$ cat config.mk
export PLATFORM = sky130hd
export DESIGN_NAME = ft_reg_bridge
export DESIGN_NICKNAME = d
export VERILOG_FILES = /design/src/rtl/ft_reg_bridge.sv
export SDC_FILE = /design/constraint.sdc
export NUM_CORES = 1
export LEC_CHECK = 0
export ABC_AREA = 1
export BUFFER_PORTS_ARGS = -buffer_cell sky130_fd_sc_hd__buf_2
export CORE_ASPECT_RATIO = 0.9
export CORE_MARGIN = 1
export CORE_UTILIZATION = 30
export DETAILED_ROUTE_END_ITERATION = 10
export PLACE_DENSITY = 0.47
export SLEW_MARGIN = 15
export SYNTH_ARGS = -nofsm -noshare
export SYNTH_HDL_FRONTEND = slang
export SYNTH_SLANG_ARGS = --single-unit
$ cat constraint.sdc
create_clock -name clk -period 2.37 [get_ports clk]
set_input_delay 0.711 -clock clk [delete_from_list [all_inputs] [get_ports clk]]
set_output_delay 0.711 -clock clk [all_outputs]
set_load 0.01 [all_outputs]
$ cat src/rtl/ft_reg_bridge.sv
// ft_reg_bridge
// Sits behind the FT245-style USB FIFO bridge in the system clk domain.
// Unpacks the bridge's 16-bit receive words (with per-byte enables) into a
// byte stream and parses register command packets from it:
//   write: A5, addr, data[7:0], data[15:8]  -> one reg_we pulse
//   read : 5A, addr                         -> reg_re pulse, then one response
//                                              word pushed to the transmit side
// Any other opcode byte is dropped and counted in err_count, as are reads
// whose reg_rvalid never arrives (answered with ERR_DATA instead).
//
// Ports:
//   clk, rst                  clock, synchronous active-low reset
//   in_data/in_be/in_empty    first-word-fall-through receive word, byte enables, empty
//   in_get                    pop of the receive word (captured in the same cycle)
//   out_data/out_be/out_valid response word, byte enables, push strobe
//   out_full                  transmit FIFO full
//   reg_addr/reg_wdata        register bus address and write data
//   reg_we/reg_re             one-cycle write / read strobes
//   reg_rdata/reg_rvalid      read data returned some cycles after reg_re
//   err_count                 saturating count of bad opcodes and read timeouts
module ft_reg_bridge #(
  parameter int          ADDR_W   = 8,
  parameter logic [15:0] TIMEOUT  = 16'd1024,
  parameter logic [15:0] ERR_DATA = 16'hDEAD
) (
  input  logic              clk,
  input  logic              rst,
  input  logic [15:0]       in_data,
  input  logic [1:0]        in_be,
  input  logic              in_empty,
  output logic              in_get,
  output logic [15:0]       out_data,
  output logic [1:0]        out_be,
  output logic              out_valid,
  input  logic              out_full,
  output logic [ADDR_W-1:0] reg_addr,
  output logic [15:0]       reg_wdata,
  output logic              reg_we,
  output logic              reg_re,
  input  logic [15:0]       reg_rdata,
  input  logic              reg_rvalid,
  output logic [7:0]        err_count
);

  typedef enum logic [3:0] {
    IDLE, W_ADDR, W_D0, W_D1, WRITE, R_ADDR, READ, R_WAIT, RESP
  } state_t;

  state_t      state, state_next;
  logic [15:0] word_q;
  logic [1:0]  mask_q, mask_next;
  logic [15:0] tmo_cnt;
  logic        byte_avail, accepting, consume, tmo_hit, err_opcode;
  logic        we_c, re_c, valid_c;
  logic [7:0]  cur_byte;

  // Lower lane is always presented first; the upper lane only once bit0 is gone.
  assign byte_avail = (mask_q != 2'b00);
  assign cur_byte   = mask_q[0] ? word_q[7:0] : word_q[15:8];
  assign consume    = byte_avail && accepting;
  assign tmo_hit    = (tmo_cnt == TIMEOUT - 16'd1);

  // Clearing the consumed lane here lets a new word be popped in the same
  // cycle the last pending byte of the held word is taken.
  always_comb begin
    mask_next = mask_q;
    if (consume) begin
      mask_next = mask_q[0] ? {mask_q[1], 1'b0} : 2'b00;
    end
  end

  // Popping is suppressed while reset is asserted so no word is lost into a
  // register that is about to be cleared.
  assign in_get = rst && (mask_next == 2'b00) && !in_empty;

  // State register.
  always_ff @(posedge clk) begin
    if (!rst) begin
      state <= IDLE;
    end else begin
      state <= state_next;
    end
  end

  // Packet parser: next state, byte acceptance and the bus/transmit strobes.
  always_comb begin
    state_next = state;
    accepting  = 1'b0;
    err_opcode = 1'b0;
    we_c       = 1'b0;
    re_c       = 1'b0;
    valid_c    = 1'b0;
    case (state)
      IDLE: begin
        accepting = 1'b1;
        if (byte_avail) begin
          if (cur_byte == 8'hA5) begin
            state_next = W_ADDR;
          end else if (cur_byte == 8'h5A) begin
            state_next = R_ADDR;
          end else begin
            err_opcode = 1'b1;
          end
        end
      end
      W_ADDR: begin
        accepting = 1'b1;
        if (byte_avail) state_next = W_D0;
      end
      W_D0: begin
        accepting = 1'b1;
        if (byte_avail) state_next = W_D1;
      end
      W_D1: begin
        accepting = 1'b1;
        if (byte_avail) state_next = WRITE;
      end
      WRITE: begin
        we_c       = 1'b1;
        state_next = IDLE;
      end
      R_ADDR: begin
        accepting = 1'b1;
        if (byte_avail) state_next = READ;
      end
      READ: begin
        re_c       = 1'b1;
        state_next = R_WAIT;
      end
      R_WAIT: begin
        if (reg_rvalid || tmo_hit) state_next = RESP;
      end
      RESP: begin
        if (!out_full) begin
          valid_c    = 1'b1;
          state_next = IDLE;
        end
      end
      default: state_next = IDLE;
    endcase
  end

  // Strobes are masked during reset so a half-finished packet can never
  // produce a bus cycle.
  assign reg_we    = rst && we_c;
  assign reg_re    = rst && re_c;
  assign out_valid = rst && valid_c;
  assign out_be    = out_valid ? 2'b11 : 2'b00;

  // Datapath: held receive word, captured packet fields, read wait counter,
  // response data and the error counter.
  always_ff @(posedge clk) begin
    if (!rst) begin
      word_q    <= 16'h0000;
      mask_q    <= 2'b00;
      reg_addr  <= '0;
      reg_wdata <= 16'h0000;
      tmo_cnt   <= 16'h0000;
      out_data  <= 16'h0000;
      err_count <= 8'h00;
    end else begin
      if (in_get) begin
        word_q <= in_data;
        mask_q <= in_be;
      end else begin
        mask_q <= mask_next;
      end

      case (state)
        W_ADDR, R_ADDR: if (consume) reg_addr <= cur_byte[ADDR_W-1:0];
        W_D0:           if (consume) reg_wdata[7:0]  <= cur_byte;
        W_D1:           if (consume) reg_wdata[15:8] <= cur_byte;
        READ:           tmo_cnt <= 16'h0000;
        R_WAIT: begin
          // Valid data takes priority over a timeout landing in the same cycle.
          if (reg_rvalid) begin
            out_data <= reg_rdata;
          end else if (tmo_hit) begin
            out_data <= ERR_DATA;
          end else begin
            tmo_cnt <= tmo_cnt + 16'd1;
          end
        end
        default: ;
      endcase

      if ((err_opcode || (state == R_WAIT && !reg_rvalid && tmo_hit)) &&
          (err_count != 8'hFF)) begin
        err_count <= err_count + 8'd1;
      end
    end
  end

endmodule

* Word-level counts from Yosys, hierarchy flattened
Cells that the tools add are included.
Operators by class: bitwise logic cells 0, divide/modulo/power cells 0, multipliers 0, shift-type cells 0, reductions and logical operators 26, order comparisons 0, add/subtract/negate cells 2, mux-type cells 29, equal/unequal tests 22
Operators by type and width (count):
- 16-bit two-way mux | 4
- 4-bit two-way mux | 9
- 16-bit one-hot mux with 2 select lines | 1
- 4-bit one-hot mux with 8 select lines | 1
- 2-bit inequality test (second input constant) | 9
- 16-bit by 1-bit adder with 16-bit output (second input constant) | 1
- 16-bit by 10-bit == test with 1-bit output (second input constant) | 1
- 4-bit by 3-bit == test with 1-bit output (second input constant) | 4
- 1-bit logical AND | 9
- 1-bit two-way mux | 9
- 8-bit by 1-bit adder with 8-bit output (second input constant) | 1
- 4-bit by 2-bit == test with 1-bit output (second input constant) | 2
- 8-bit by 7-bit == test with 1-bit output (second input constant) | 1
- 8-bit == test (second input constant) | 1
- 2-bit two-way mux | 4
- 8-bit two-way mux | 1
- 8-bit inequality test (second input constant) | 1
- 2-bit AND reduction | 4
- 8-bit AND reduction | 1
- 2-bit nonzero test | 3
- 5-bit OR reduction | 1
- 4-bit by 1-bit == test with 1-bit output (second input constant) | 1
- 4-bit == test (second input constant) | 1
- 4-bit zero test | 1
- other kinds (6) | 8
Storage, ports and cells: input port bits 39, ROM bits 0, logic and storage cells 88, flip-flop bits (word level) 86, memory bits (writable) 0, memories kept 0, bits in latches 0, output and inout port bits 54

* Longest topological paths before layout
word-level depth 9, gate-level depth with buffers 13, depth with buffers taken out 13

* Worst setup path after synthesis
Ideal clock, no wire load.
kind input port to output port, from in rst, to out out_be[0], arrival 1.644 ns, path buffers 3, path slack 0.015 ns, stages 5, required time 1.659 ns, cells stage by stage clkbuf_1 -> clkbuf_1 -> nand2_1 -> nor2_1 -> buf_4
On the way: longest elaborated chain between the ends 2
RTL lines:
- from (decl) | line 27 | input logic rst,
- 1-bit logical AND | line 147 | assign out_valid = rst && valid_c;
- named net out_valid | line 34 | output logic out_valid,
- 2-bit two-way mux | line 148 | assign out_be = out_valid ? 2'b11 : 2'b00;
- to (decl) | line 33 | output logic [1:0] out_be,
The timed path passes the listed nets, and every way through them passes these cells.

* Final worst setup path
from reg state[2], to out in_get
On the way: longest elaborated chain between the ends 8, elaborated cells between the ends (all ways) 12, classes of those cells eq/ne: 4; mux: 2; reduce/logical: 6
RTL lines:
- from (decl) | line 49 | state_t state, state_next;
- from (signal assigned) | line 81 | state <= state_next;
- 4-bit by 2-bit == test with 1-bit output, or another cell as far along | line 93 | case (state)
- 5-bit OR reduction (no source line) *
- 1-bit two-way mux * | line 93
- 1-bit logical AND * | line 60 | assign consume = byte_avail && accepting;
- 2-bit two-way mux * | line 67 | if (consume) begin
- 2-bit zero test * | line 74 | assign in_get = rst && (mask_next == 2'b00) && !in_empty;
- 1-bit logical AND * (2 in a row) | line 74
- to (decl) | line 31 | output logic in_get,
Mark *: on every way between the ends. The rest lies on a longest branch, timed or not.

==> flow_metrics.tcl <==
set metrics [dict create \
    run_status "complete, but fails checks" \
    failing_checks "DRC" \
    reg2reg_slack_ns 0.39 \
    vdd.ir_drop.worst_mv 0.301 \
    critical_path.endpoint_type "primary output" \
    final.setup.tns_ns 0 \
    route.met3.wl_um 440 \
    static-leakage-power_uw 0.00210 \
    row_count 40 \
    vias 3994 \
    synth_edf_count 0 \
    post_synth_main_area_contributors "sky130_fd_sc_hd__dfxtp_1, sky130_fd_sc_hd__nand2_1, sky130_fd_sc_hd__a21oi_1, sky130_fd_sc_hd__nand3_1, sky130_fd_sc_hd__nor2_1" \
    tightest_slew_ns 0.652 \
    tritoncts_num_sinks 86 \
    cts-root-buf "sky130_fd_sc_hd__clkbuf_16" \
    gp_routability_congestion 0.813 \
    grt_pass1_wl_um 17300 \
    final.fill_count 1447 \
    synth_most_common_cell "sky130_fd_sc_hd__nand2_1" \
    drc_errors 14 \
    initial_core_util_pct 30.8 \
    powerDensity_nw_per_um2 586 \
    net_count_reported_at_finish 715 \
    r2r_end "tmo_cnt[6]" \
    grt_pass1_vias 3509 \
    cell_depth_of_the_worst_min_delay_path 2 \
    dieWidth_um 125 \
    timing.fmax_ghz 0.444 \
    finClkSkew_ns 0.0101 \
    port_buffers 92 \
    min_period_over_period_pct 95.1 \
    flow.area_growth_from_synthesis_pct 24.4 \
    synth_top_cell_area_share_pct 42.1 \
    post_drt_wl_per_cell_um 12.8 \
    worst-path-max-fanout 4 \
    floorplan.die.height_um 113 \
    reg2reg_from "tmo_cnt[1]" \
    clock_tree_from_tritoncts "built" \
    worst_setup_sp "state[2]" \
    clk_latency_ns 0.34 \
    top_layer_reached_by_signal_wires "met4" \
    worst_path_setup_slack_after_routing_ns 0.116 \
    netlist-cell-type-count 32 \
    dp.final_hpwl_um 7770 \
    grt_start_max_net_pins 45 \
    wl_met2_um 4960 \
    synth_area_um2 4090 \
    core_area_um2 13300 \
    holdWs_ns 0.441 \
    critPathRequiredTime_ns 1.66 \
    dr.first_iter.drc_count 217 \
    cts-buffers-inserted 9 \
    1st_pass_router_iterations 7 \
    boundaryPins 93 \
    hold_buffers 0 \
    final_layout_size_suffix_gt1_share_pct 26.4 \
    cts_max_level 3 \
    hold_path_end "reg_addr[5]" \
    cap_viol_max_count 0 \
    ys_seq_elements 86 \
    timing.setup.critical_path_class "reg -> out" \
    top_cell_type_by_total_area_after_synthesis "sky130_fd_sc_hd__dfxtp_1" \
    cp-start-kind "flip-flop" \
    postSynth.asyncResetShare_pct 0 \
    area_of_the_die_um2 14100 \
    syn_nets 615 \
    timing_max_transition_violations_final 0 \
    arrival_time_reported_for_the_critical_path_endpoint_ns 1.54 \
    syn-instance-count 574 \
    placed_cells_incl_taps 829 \
    post_layout_nonfiller_instances 846 \
    wirelength_met1_um 5260 \
    kind_of_path_behind_the_tightest_hold_check "reg -> reg" \
    wirelength_um 10800 \
    clkTransAtPathRegs_ns 0.06 \
    min_from "reg_addr[5]" \
    synth_commonest_cells "sky130_fd_sc_hd__nand2_1, sky130_fd_sc_hd__dfxtp_1, sky130_fd_sc_hd__a21oi_1" \
    grt.total_usage_pct 15.6 \
    avgSynthCellArea_um2 7.13 \
    fin_util_pct 38.3 \
    via_per_inst 4.72 \
    grt.overflow.total 0 \
    reg2reg_depth 10 \
    synth_sequential_area_ratio_pct 42.1 \
    finalSetupViolCount 0 \
    drt.antenna.violating_nets 0 \
    antenna_violations_before_repair 0 \
    cts.path.max_buffers 2 \
    finalHoldViolations 0 \
    antenna-diode-count 0 \
    max_slew_margin_pct 56.5 \
    yosys_most_used_dff "sky130_fd_sc_hd__dfxtp_1" \
    place_worst_setup_slack_ns 0.00894 \
    yosys_warnings 0 \
    timing.final.crit_period_ns 2.25 \
]
power breakdown:
part           total, uW  switching, uW  internal (uW)
sequential          1480           10.3           1470
combinational        188            119           69.6
clock               1320            581            739
total               2980            709           2270
cell type report:
| class | count | area (um^2) | area share [%] |
|---|---|---|---|
| Clock buffer | 11 | 243 | 4.77 |
| Timing Repair Buffer | 113 | 618 | 12.1 |
| Clock inverter | 4 | 32.5 | 0.639 |
| Tap cell | 168 | 210 | 4.13 |
| Sequential cell | 86 | 1730 | 33.9 |
| Inverter | 46 | 173 | 3.39 |
| Multi-Input combinational cell | 418 | 2090 | 41.1 |
logic make-up (layout without fill, tap and decap cells):
group	count (synthesis)	in the layout	synth area share (%)
AO/OA/AOI/OAI	110	110	14.8
XOR/XNOR	18	18	3.85
adder cells (fa/ha/maj)	2	2	0.611
buffers and inverters	70	174	7.64
flip-flops	86	86	42.1
AND/OR/NAND/NOR	288	288	31.1
state kept, by name, indices dropped and copies added, names as in the netlist:
signal,flops
reg_wdata,16
tmo_cnt,16
err_count,8
mask_q,2
out_data,16
state,4
word_q,16
reg_addr,8
cell usage in the layout, fill, tap and decap left out, types with 2 or more instances in the layout:
| master | count |
|---|---|
| sky130_fd_sc_hd__nor2_2 | 3 |
| sky130_fd_sc_hd__ha_1 | 2 |
| sky130_fd_sc_hd__buf_2 | 92 |
| sky130_fd_sc_hd__xor2_1 | 14 |
| sky130_fd_sc_hd__nand2_8 | 2 |
| sky130_fd_sc_hd__nand2_2 | 19 |
| sky130_fd_sc_hd__nand4_1 | 5 |
| sky130_fd_sc_hd__xnor2_1 | 4 |
| sky130_fd_sc_hd__clkbuf_16 | 9 |
| sky130_fd_sc_hd__o21ai_0 | 28 |
| sky130_fd_sc_hd__a21oi_2 | 12 |
| sky130_fd_sc_hd__inv_2 | 7 |
| sky130_fd_sc_hd__buf_4 | 21 |
| sky130_fd_sc_hd__nor2_1 | 54 |
| sky130_fd_sc_hd__o21ai_1 | 2 |
| sky130_fd_sc_hd__nor2_4 | 2 |
| sky130_fd_sc_hd__dfxtp_1 | 83 |
| sky130_fd_sc_hd__nor3_1 | 2 |
| sky130_fd_sc_hd__nand3_1 | 46 |
| sky130_fd_sc_hd__clkinv_1 | 2 |
| sky130_fd_sc_hd__a21oi_1 | 56 |
| sky130_fd_sc_hd__inv_1 | 37 |
| sky130_fd_sc_hd__nand2_1 | 148 |
| sky130_fd_sc_hd__nor3b_1 | 2 |
| sky130_fd_sc_hd__dfxtp_2 | 3 |
| sky130_fd_sc_hd__a31oi_1 | 11 |
| sky130_fd_sc_hd__clkinvlp_4 | 2 |
how the worst max path moves through the flow:
stage                       to  cells past startpoint
global placement    tmo_cnt[6]                      6
CTS                     in_get                     11
floorplan            out_be[0]                      5
detailed placement  tmo_cnt[6]                     10
global route            in_get                     11
finish                  in_get                     11
metal layers:
layer	GRT usage, %	up-vias
met5	0	-
met4	6.75	0
met3	3.83	11
met2	24.2	83
met1	20.6	1837
li1	-	2063
critical path, cell delays in order (launching register included):
cell	delay [ns]
sky130_fd_sc_hd__dfxtp_2	0.35
sky130_fd_sc_hd__inv_2	0.07
sky130_fd_sc_hd__nor2_4	0.15
sky130_fd_sc_hd__nand2_2	0.08
sky130_fd_sc_hd__nand2_2	0.06
sky130_fd_sc_hd__inv_2	0.06
sky130_fd_sc_hd__nand2_2	0.06
sky130_fd_sc_hd__nand3_1	0.08
sky130_fd_sc_hd__inv_2	0.07
sky130_fd_sc_hd__nand2_2	0.05
sky130_fd_sc_hd__clkinv_1	0.06
sky130_fd_sc_hd__buf_2	0.12
per-stage QoR:
step	total power [uW]	instance area [um^2]
6_report	2980	5090
5_1_grt	3140	5090
4_1_cts	3040	5050
3_5_place_dp	1700	4770
3_3_place_gp	1700	4770
2_1_floorplan	1610	4090
repair_timing:
action	in CTS	in global routing
gates resized for setup	4	12
pin swaps	0	1
setup buffers	0	2
setup endpoints to repair	2	4
hold endpoints to repair	0	0
Power figures use the tool's default switching activity.
